### config.mk
export PLATFORM = sky130hd
export DESIGN_NAME = control_fsm
export DESIGN_NICKNAME = d
export VERILOG_FILES = /design/src/rtl/control_fsm.sv
export SDC_FILE = /design/constraint.sdc
export NUM_CORES = 1
export LEC_CHECK = 0
export CAP_MARGIN = 20
export CORE_UTILIZATION = 37
export CTS_CLUSTER_SIZE = 30
export DETAILED_ROUTE_END_ITERATION = 10
export PLACE_DENSITY = 0.8
export SYNTH_ARGS = -nofsm -noshare
export SYNTH_HDL_FRONTEND = slang
export SYNTH_SLANG_ARGS = --single-unit
### constraint.sdc
create_clock -name clock_i -period 2.25 [get_ports clock_i]
set_input_delay 0.45 -clock clock_i [delete_from_list [all_inputs] [get_ports clock_i]]
set_output_delay 0.45 -clock clock_i [all_outputs]
set_load 0.05 [all_outputs]
### src/rtl/control_fsm.sv
// -----------------------------------------------------------------------------
// control_fsm
//
// Multi-cycle control unit with a built-in step sequencer. It captures the
// instruction at the current PC into an internal IR during FETCH, then walks
// T1 -> T2 -> T3 and drives the datapath strobes (GPR file, A/R registers,
// ALU, output bus, PC). The instruction set is ADD/SUB/NAND/OUT/LDI/BNE/REP/
// BEQ/JMP/HALT. Any other opcode raises a sticky illegal flag and then
// executes as a NOP that still advances the PC.
//
// Ports
//   clock_i        in   1        system clock, rising edge
//   resetn_i       in   1        asynchronous active-low reset
//   run_i          in   1        start / continue execution
//   instr_in_i     in   INSTR_W  instruction at current PC
//   mux_out_i      in   DATA_W   datapath bus value (branch test in T3)
//   ir_load_o      out  1        IR captures instr_in_i this cycle
//   op_select_o    out  3        ALU op: 000 ADD, 001 SUB, 010 NAND, 111 pass
//   sel_reg_o      out  RW+1     bus source: 0..NREG-1 GPR, NREG imm, NREG+1 R
//   a_enable_o     out  1        load A register
//   r_enable_o     out  1        load R register
//   reg_enable_o   out  NREG     one-hot GPR write enable (writeback only)
//   bus_enable_o   out  1        drive output port
//   pc_enable_o    out  1        update PC this cycle
//   pc_load_o      out  1        1 = PC loads branch target, 0 = PC+1
//   step_o         out  2        current step (FETCH=00..T3=11), debug view
//   done_o         out  1        one-cycle pulse in T3 of each instruction
//   halted_o       out  1        sticky, HALT executed
//   illegal_o      out  1        sticky, undefined opcode seen
//
// Handshake: run_i is a level, not a valid/ready pair. It is looked at only
// while idle and in T3; once an instruction has started it always runs to
// its end, whatever run_i does in the meantime.
// -----------------------------------------------------------------------------
module control_fsm #(
    parameter int INSTR_W = 16,
    parameter int DATA_W  = 16,
    parameter int NREG    = 8,
    localparam int RW     = $clog2(NREG)
) (
    input  logic               clock_i,
    input  logic               resetn_i,
    input  logic               run_i,
    input  logic [INSTR_W-1:0] instr_in_i,
    input  logic [DATA_W-1:0]  mux_out_i,
    output logic               ir_load_o,
    output logic [2:0]         op_select_o,
    output logic [RW:0]        sel_reg_o,
    output logic               a_enable_o,
    output logic               r_enable_o,
    output logic [NREG-1:0]    reg_enable_o,
    output logic               bus_enable_o,
    output logic               pc_enable_o,
    output logic               pc_load_o,
    output logic [1:0]         step_o,
    output logic               done_o,
    output logic               halted_o,
    output logic               illegal_o
);

    // Opcode map
    localparam logic [3:0] OP_ADD  = 4'h0;
    localparam logic [3:0] OP_SUB  = 4'h1;
    localparam logic [3:0] OP_NAND = 4'h2;
    localparam logic [3:0] OP_OUT  = 4'h4;
    localparam logic [3:0] OP_LDI  = 4'h5;
    localparam logic [3:0] OP_BNE  = 4'h6;
    localparam logic [3:0] OP_REP  = 4'h7;
    localparam logic [3:0] OP_BEQ  = 4'h8;
    localparam logic [3:0] OP_JMP  = 4'h9;
    localparam logic [3:0] OP_HALT = 4'hF;

    localparam logic [2:0] ALU_PASS = 3'b111;

    // Bus source codes beyond the GPRs: immediate and the R register
    localparam int          SEL_R_INT = NREG + 1;
    localparam logic [RW:0] SEL_IMM   = NREG[RW:0];
    localparam logic [RW:0] SEL_R     = SEL_R_INT[RW:0];

    localparam logic [NREG-1:0] REG_ONE = {{(NREG-1){1'b0}}, 1'b1};

    typedef enum logic [2:0] {
        S_IDLE   = 3'd0,
        S_FETCH  = 3'd1,
        S_T1     = 3'd2,
        S_T2     = 3'd3,
        S_T3     = 3'd4,
        S_HALTED = 3'd5
    } state_e;

    state_e             state_q, state_d;
    logic [INSTR_W-1:0] ir_q, ir_d;
    logic               illegal_q, illegal_d;

    // Decode always works from the latched IR so that instr_in_i may change
    // freely once FETCH is over.
    logic [3:0]    opcode;
    logic [RW-1:0] rx;
    logic [RW-1:0] ry;
    logic [RW:0]   sel_rx;
    logic [RW:0]   sel_ry;
    logic          is_alu;
    logic          is_legal;
    logic          ir_unused;

    assign opcode = ir_q[INSTR_W-1 -: 4];
    assign rx     = ir_q[INSTR_W-5 -: RW];
    assign ry     = ir_q[INSTR_W-5-RW -: RW];
    assign sel_rx = {1'b0, rx};
    assign sel_ry = {1'b0, ry};
    assign is_alu = (opcode == OP_ADD) || (opcode == OP_SUB) || (opcode == OP_NAND);

    // The low IR bits carry no field for this encoding; fold them so that
    // the whole register is visibly consumed.
    assign ir_unused = ^ir_q;

    always_comb begin
        is_legal = 1'b0;
        case (opcode)
            OP_ADD, OP_SUB, OP_NAND, OP_OUT, OP_LDI,
            OP_BNE, OP_REP, OP_BEQ, OP_JMP, OP_HALT: is_legal = 1'b1;
            default:                                 is_legal = 1'b0;
        endcase
    end

    // -------------------------------------------------------------------------
    // State register
    // -------------------------------------------------------------------------
    always_ff @(posedge clock_i or negedge resetn_i) begin
        if (!resetn_i) begin
            state_q   <= S_IDLE;
            ir_q      <= '0;
            illegal_q <= 1'b0;
        end else begin
            state_q   <= state_d;
            ir_q      <= ir_d;
            illegal_q <= illegal_d;
        end
    end

    // -------------------------------------------------------------------------
    // Next state and datapath strobes
    // -------------------------------------------------------------------------
    always_comb begin
        state_d      = state_q;
        ir_d         = ir_q;
        illegal_d    = illegal_q;
        ir_load_o    = 1'b0;
        op_select_o  = 3'b000;
        sel_reg_o    = '0;
        a_enable_o   = 1'b0;
        r_enable_o   = 1'b0;
        reg_enable_o = '0;
        bus_enable_o = 1'b0;
        pc_enable_o  = 1'b0;
        pc_load_o    = 1'b0;
        step_o       = 2'b00;
        done_o       = 1'b0;

        case (state_q)
            S_IDLE: begin
                if (run_i) begin
                    state_d = S_FETCH;
                end
            end

            S_FETCH: begin
                step_o    = 2'b00;
                ir_load_o = 1'b1;
                ir_d      = instr_in_i;
                state_d   = S_T1;
            end

            S_T1: begin
                step_o  = 2'b01;
                state_d = S_T2;
                if (is_alu) begin
                    sel_reg_o  = sel_rx;
                    a_enable_o = 1'b1;
                end else if ((opcode == OP_OUT) || (opcode == OP_BNE) ||
                             (opcode == OP_BEQ)) begin
                    sel_reg_o = sel_rx;
                end else if (opcode == OP_HALT) begin
                    state_d = S_HALTED;
                end
                if (!is_legal) begin
                    illegal_d = 1'b1;
                end
            end

            S_T2: begin
                step_o  = 2'b10;
                state_d = S_T3;
                if (is_alu) begin
                    sel_reg_o   = sel_ry;
                    op_select_o = opcode[2:0];
                    r_enable_o  = 1'b1;
                end else if (opcode == OP_REP) begin
                    sel_reg_o   = sel_ry;
                    op_select_o = ALU_PASS;
                    r_enable_o  = 1'b1;
                end else if (opcode == OP_LDI) begin
                    sel_reg_o   = SEL_IMM;
                    op_select_o = ALU_PASS;
                    r_enable_o  = 1'b1;
                end else if (opcode == OP_OUT) begin
                    sel_reg_o    = sel_rx;
                    bus_enable_o = 1'b1;
                end else if ((opcode == OP_BNE) || (opcode == OP_BEQ)) begin
                    sel_reg_o = sel_rx;
                end
            end

            S_T3: begin
                // HALT never reaches T3, so every instruction seen here
                // retires and advances the PC.
                step_o      = 2'b11;
                pc_enable_o = 1'b1;
                done_o      = 1'b1;
                state_d     = run_i ? S_FETCH : S_IDLE;
                if (is_alu || (opcode == OP_REP) || (opcode == OP_LDI)) begin
                    reg_enable_o = REG_ONE << rx;
                    sel_reg_o    = SEL_R;
                end else if (opcode == OP_OUT) begin
                    sel_reg_o    = sel_rx;
                    bus_enable_o = 1'b1;
                end else if (opcode == OP_BNE) begin
                    // RX is on the bus, so the branch test sees its value
                    // in this same cycle.
                    sel_reg_o = sel_rx;
                    pc_load_o = (mux_out_i != '0);
                end else if (opcode == OP_BEQ) begin
                    sel_reg_o = sel_rx;
                    pc_load_o = (mux_out_i == '0);
                end else if (opcode == OP_JMP) begin
                    pc_load_o = 1'b1;
                end
            end

            S_HALTED: begin
                state_d = S_HALTED;
            end

            default: begin
                state_d = S_IDLE;
            end
        endcase
    end

    assign halted_o = (state_q == S_HALTED);

    // The flag is raised while the offending instruction is still in T1,
    // then held by the sticky register until reset.
    assign illegal_o = illegal_q || ((state_q == S_T1) && !is_legal);

endmodule
# Word-level counts from Yosys, hierarchy flattened
# Memory sizes are Yosys's and may differ from the RTL's.
# Cells that the tools add are included.
# classes
eq_ne,15
shifts,1
n_mux,45
n_bitwise,1
n_reduce_logical,15
# ops
operator,n
2-to-1 mux 3 bit,15
2-to-1 mux 1 bit,20
case mux 3 bit (6 select lines),1
"== test 4 x 3 -> 1 bit, second input constant",4
zero test 16 bit,1
2-to-1 mux 4 bit,4
2-to-1 mux 8 bit,2
nonzero test 16 bit,1
"== test 4 bit, second input constant",3
case mux 4 bit (3 select lines),1
logical OR 1 bit,8
"left shift 1 x 3 -> 8 bit, first input constant",1
"== test 3 x 2 -> 1 bit, second input constant",2
"== test 3 bit, second input constant",2
case mux 2 bit (3 select lines),1
"== test 4 x 1 -> 1 bit, second input constant",1
"== test 4 x 2 -> 1 bit, second input constant",1
zero test 4 bit,1
"== test 3 x 1 -> 1 bit, second input constant",1
zero test 3 bit,1
"!= test 2 bit, second input constant",1
case mux 1 bit (2 select lines),1
AND reduction 2 bit,1
logical AND 1 bit,1
other kinds (2),2
# totals
reg_bits,20
rom_bits,16
input_bits,35
out_inout_bits,26
elab_cells,81
n_memories,1
# memory_table
name,words,width,read_ports,rd_clocked_by_memory_dff,write_ports,line_no,rtl
(name not given),16,1,1,0,0,119,case (opcode)

# Depth between registers and ports, before layout
# logic_depth
word_depth,8
ltp_mapped,7

# Worst setup path before layout
# Ideal clock, no wire load.
# synth_path
path_type,reg-to-output
start,register state_q[0]
end,output bus_enable_o
arrival_time_ps,3447
required_time_ps,1800
setup_slack_ps,-1647
stages_incl_launch_ff,5
n_path_buf,2
cell_sequence,dfrtp_1 > buf_4 > or3b_1 > buf_6 > a2111oi_0
# synth_via
elab_chain_len,2
word_cells_on_any_way,3
# synth_rtl
element,line_no,rtl
from (decl),91,"state_e state_q, state_d;"
from (signal assigned),135,state_q <= state_d;
== test 3 bit or == test 3 x 2 -> 1 bit (tied branches),160,case (state_q)
case mux 1 bit (2 select lines) (*),160,
to (decl),52,"output logic bus_enable_o,"
# Every way passes the cells marked *; elsewhere a longest branch is shown, timed or not.

# Worst setup path after layout
# layout_path
start,register state_q[1]
end,output sel_reg_o[2]
# layout_via
elab_chain_len,2
word_cells_on_any_way,4
# layout_rtl
element,line_no,rtl
== test 3 bit or == test 3 x 2 -> 1 bit (tied branches),160,
case mux 4 bit (3 select lines) (*),160,
to (decl),48,"output logic [RW:0] sel_reg_o,"
# Marked as above.

==> metrics.md <==
| Metric | Value |
|---|---|
| # nets final | 219 |
| Maxcap violations | 0 |
| Final Hold Fails | 0 |
| CTS buffer count | 3 |
| Hold Crit Class | register to register |
| Area of the core | 2520 sq um |
| First DRT Iteration DRCs | 39 |
| Combinational fraction of design power | 75.3% |
| Initial antenna violation count | 0 |
| Finished Layout Cells | 213 |
| Max-slew headroom | 58.4% |
| Design area | 2210 sq um |
| Share of the synthesized area in the top cell type | 35.0% |
| PortBufs | 54 |
| Synth Instances | 109 |
| Vias in the first global route | 1255 |
| Hold_sp | illegal_q$_DFFE_PN0P_ |
| Seq pwr share | 18.7% |
| Tcrit/Tclk final | 114% |
| Worst-Skew Late Latency | 0.28 ns |
| Die height | 54.0 microns |
| Setup ws final | -0.325 ns |
| RD Place Congestion | 0.845 |
| Pint | 1.55 mW |
| Clock buffer depth | 2 |
| Seq cells post-synth | 14 |
| Area of placed instances | 2050 sq um |
| Sw Pwr | 1.47 mW |
| Synth Flop Type | dfrtp_1 |
| Clock Power Share | 6.0% |
| I/O pin count | 61 |
| Layout cells sized above 1 | 53.6% |
| Avg Cell Area, Syn | 9.18 sq um |
| Failing checks | setup timing |
| Unrepaired setup endpoints after global routing | true |
| Dpl cells | 201 |
| # hold bufs at CTS | 0 |
| Clk slew on worst S/H paths | 0.09 ns |
| Clock skew | 0.00579 ns |
| Worst Tran Pin Value | 0.623 ns |
| Drt drc | 0 |
| Initial Util | 39.7% |
| Critical path startpoint | state_q[1]$_DFFE_PN0P_ |
| Number of flops mapped to enable cells by yosys | 0 |
| Final WL | 4170 microns |
| Die width | 54.0 microns |
| Post-DP HPWL | 2820 microns |
| Yosys top cell by area | dfrtp_1 |
| Setup CP Type | register to primary output |
| Root Driver | clkbuf_4 |
| Syn_nets | 144 |
| Most instantiated cells after synthesis | dfrtp_1, nor2_1, nand2_1 |
| Crit end category | primary output |
| Net Sw Frac | 48.7% |
| FF-to-FF Start | state_q[1]$_DFFE_PN0P_ |
| Area contributors post-synth | dfrtp_1, mux2_2, nor2_1, nand2_1, a2111oi_4 |
| First-pass GRT wire length | 6330 microns |
| Critical Path RT | 1.80 ns |
| Total Routing Usage GR | 31.4% |
| Setup violators final | 14 |
| Full die area | 2920 sq um |
| Yosys cell types | 43 |
| Tot Pwr | 3.01 mW |
| Min cycle time layout | 2.57 ns |
| H-tree depth | 1 |
| Final ANT Viol Nets | 0 |
| Max VDD drop | 1.12 mV |
| Leakage power | 0.908 nW |
| TritonCTS clock tree | built |
| Clk sinks | 14 |
| Slew Viols, Final | 0 |
| Crit path DAT | 2.12 ns |
| Via count | 1245 |
| PwrDens | 1360 nW/um^2 |
| Largest net degree at the start of global routing | 15 |
| P&R area growth vs syn | 121% |
| # rows | 18 |
| Status | finished, violations left |
| Seq/Total Area, Yosys | 35.0% |
| Antenna fix cells | 0 |
| Most common cell in the netlist | dfrtp_1 |
| Startpoint Class | register |
| Global route total overflow | 0 |
| Crit-path max FO | 3 |
| Fmax | 388 MHz |
| Layout Utilization | 87.7% |
| Drt first pass iters | 4 |
| Cell area after synthesis | 1000 sq um |
| Synth warn | 0 |
| Routed len/inst | 19.6 microns |
| Vias/cell | 5.85 |
| Async SR Flop Fraction | 100% |
-- registers in the layout (all words and copies together), names as in the netlist --
register   count
state_q        3
illegal_q      1
ir_q          10
-- critical path: stages, from the launching register on --
cell	delay, ns
dfrtp_1	0.38
buf_6	0.11
or3b_4	0.39
a221o_1	0.35
o21ai_2	0.24
a22o_2	0.22
buf_12	0.14
-- metal layers --
layer	global-route usage, %	wire [microns]
met4	14.1	158
met1	38.0	1570
met5	0	0
met3	5.93	230
met2	53.5	2210
-- cells in the final DEF, fill, tap and decap left out, types with 3 or more instances in the layout --
| cell | instances |
|---|---|
| a2111oi_4 | 3 |
| a22o_2 | 3 |
| buf_12 | 26 |
| buf_4 | 21 |
| buf_6 | 4 |
| clkbuf_4 | 3 |
| clkdlybuf4s50_1 | 28 |
| dfrtp_1 | 13 |
| mux2_2 | 8 |
| nand2_1 | 10 |
| nor2_1 | 7 |
| nor2_4 | 6 |
| nor3_4 | 3 |
| nor4_1 | 3 |
-- power by group through the flow --
| stage | Sequential, mW | Combinational, mW | Clock (mW) |
|---|---|---|---|
| after floorplan | 0.494 | 1.26 | 0 |
| after global placement | 0.531 | 1.99 | 0 |
| after detailed placement | 0.548 | 2.06 | 0 |
| after CTS | 0.542 | 2.17 | 0.181 |
| after global routing | 0.583 | 2.35 | 0.196 |
| final | 0.563 | 2.27 | 0.180 |
-- cell families (layout without fill, tap and decap cells) --
group,count (synthesis),after routing,synth area share (%)
and+or+nand+nor,50,50,26.9
AOI/OAI and AO/OA,22,22,19.5
DFF,14,14,35.0
buffers and inverters,12,86,6.75
muxes,10,10,11.0
xor gates and xnor gates,1,1,0.875
-- cell type report --
| cell class | instances | area (sq um) |
|---|---|---|
| Clock buffer | 4 | 36.3 |
| Fill cell | 111 | 310 |
| Inverter | 3 | 15.0 |
| Multi-Input combinational cell | 83 | 768 |
| Sequential cell | 14 | 352 |
| Tap cell | 30 | 37.5 |
| Timing Repair Buffer | 79 | 1000 |
-- stage by stage --
step / hold slack [ns] / worst slack (ns) / TNS, ns
after floorplan: 0.154 / -0.153 / -0.314
after global placement: 0.456 / -0.0862 / -0.0862
after detailed placement: 0.489 / -0.0796 / -0.0796
after CTS: 0.510 / -0.257 / -2.06
after global routing: 0.489 / -0.369 / -3.84
final: 0.480 / -0.325 / -2.65
-- repair_timing --
item	in CTS	in global routing
pin swaps	7	6
gates resized for setup	6	8
setup endpoints to repair	15	17
buffers inserted	8	0
-- final timing paths --
path	slack, ns	end	cells after the start
worst max-delay path	-0.32	sel_reg_o[2]	6
worst min-delay path	0.48	illegal_q$_DFFE_PN0P_	1
worst max register to register	0.52	ir_q[9]$_DFFE_PN0P_	5
worst min register to register	0.48	illegal_q$_DFFE_PN0P_	1
max in group asynchronous	1.26	ir_q[14]$_DFFE_PN0P_	1
min in group asynchronous	0.55	state_q[0]$_DFFE_PN0P_	1
Note: power is estimated with default switching activity, not from simulation.
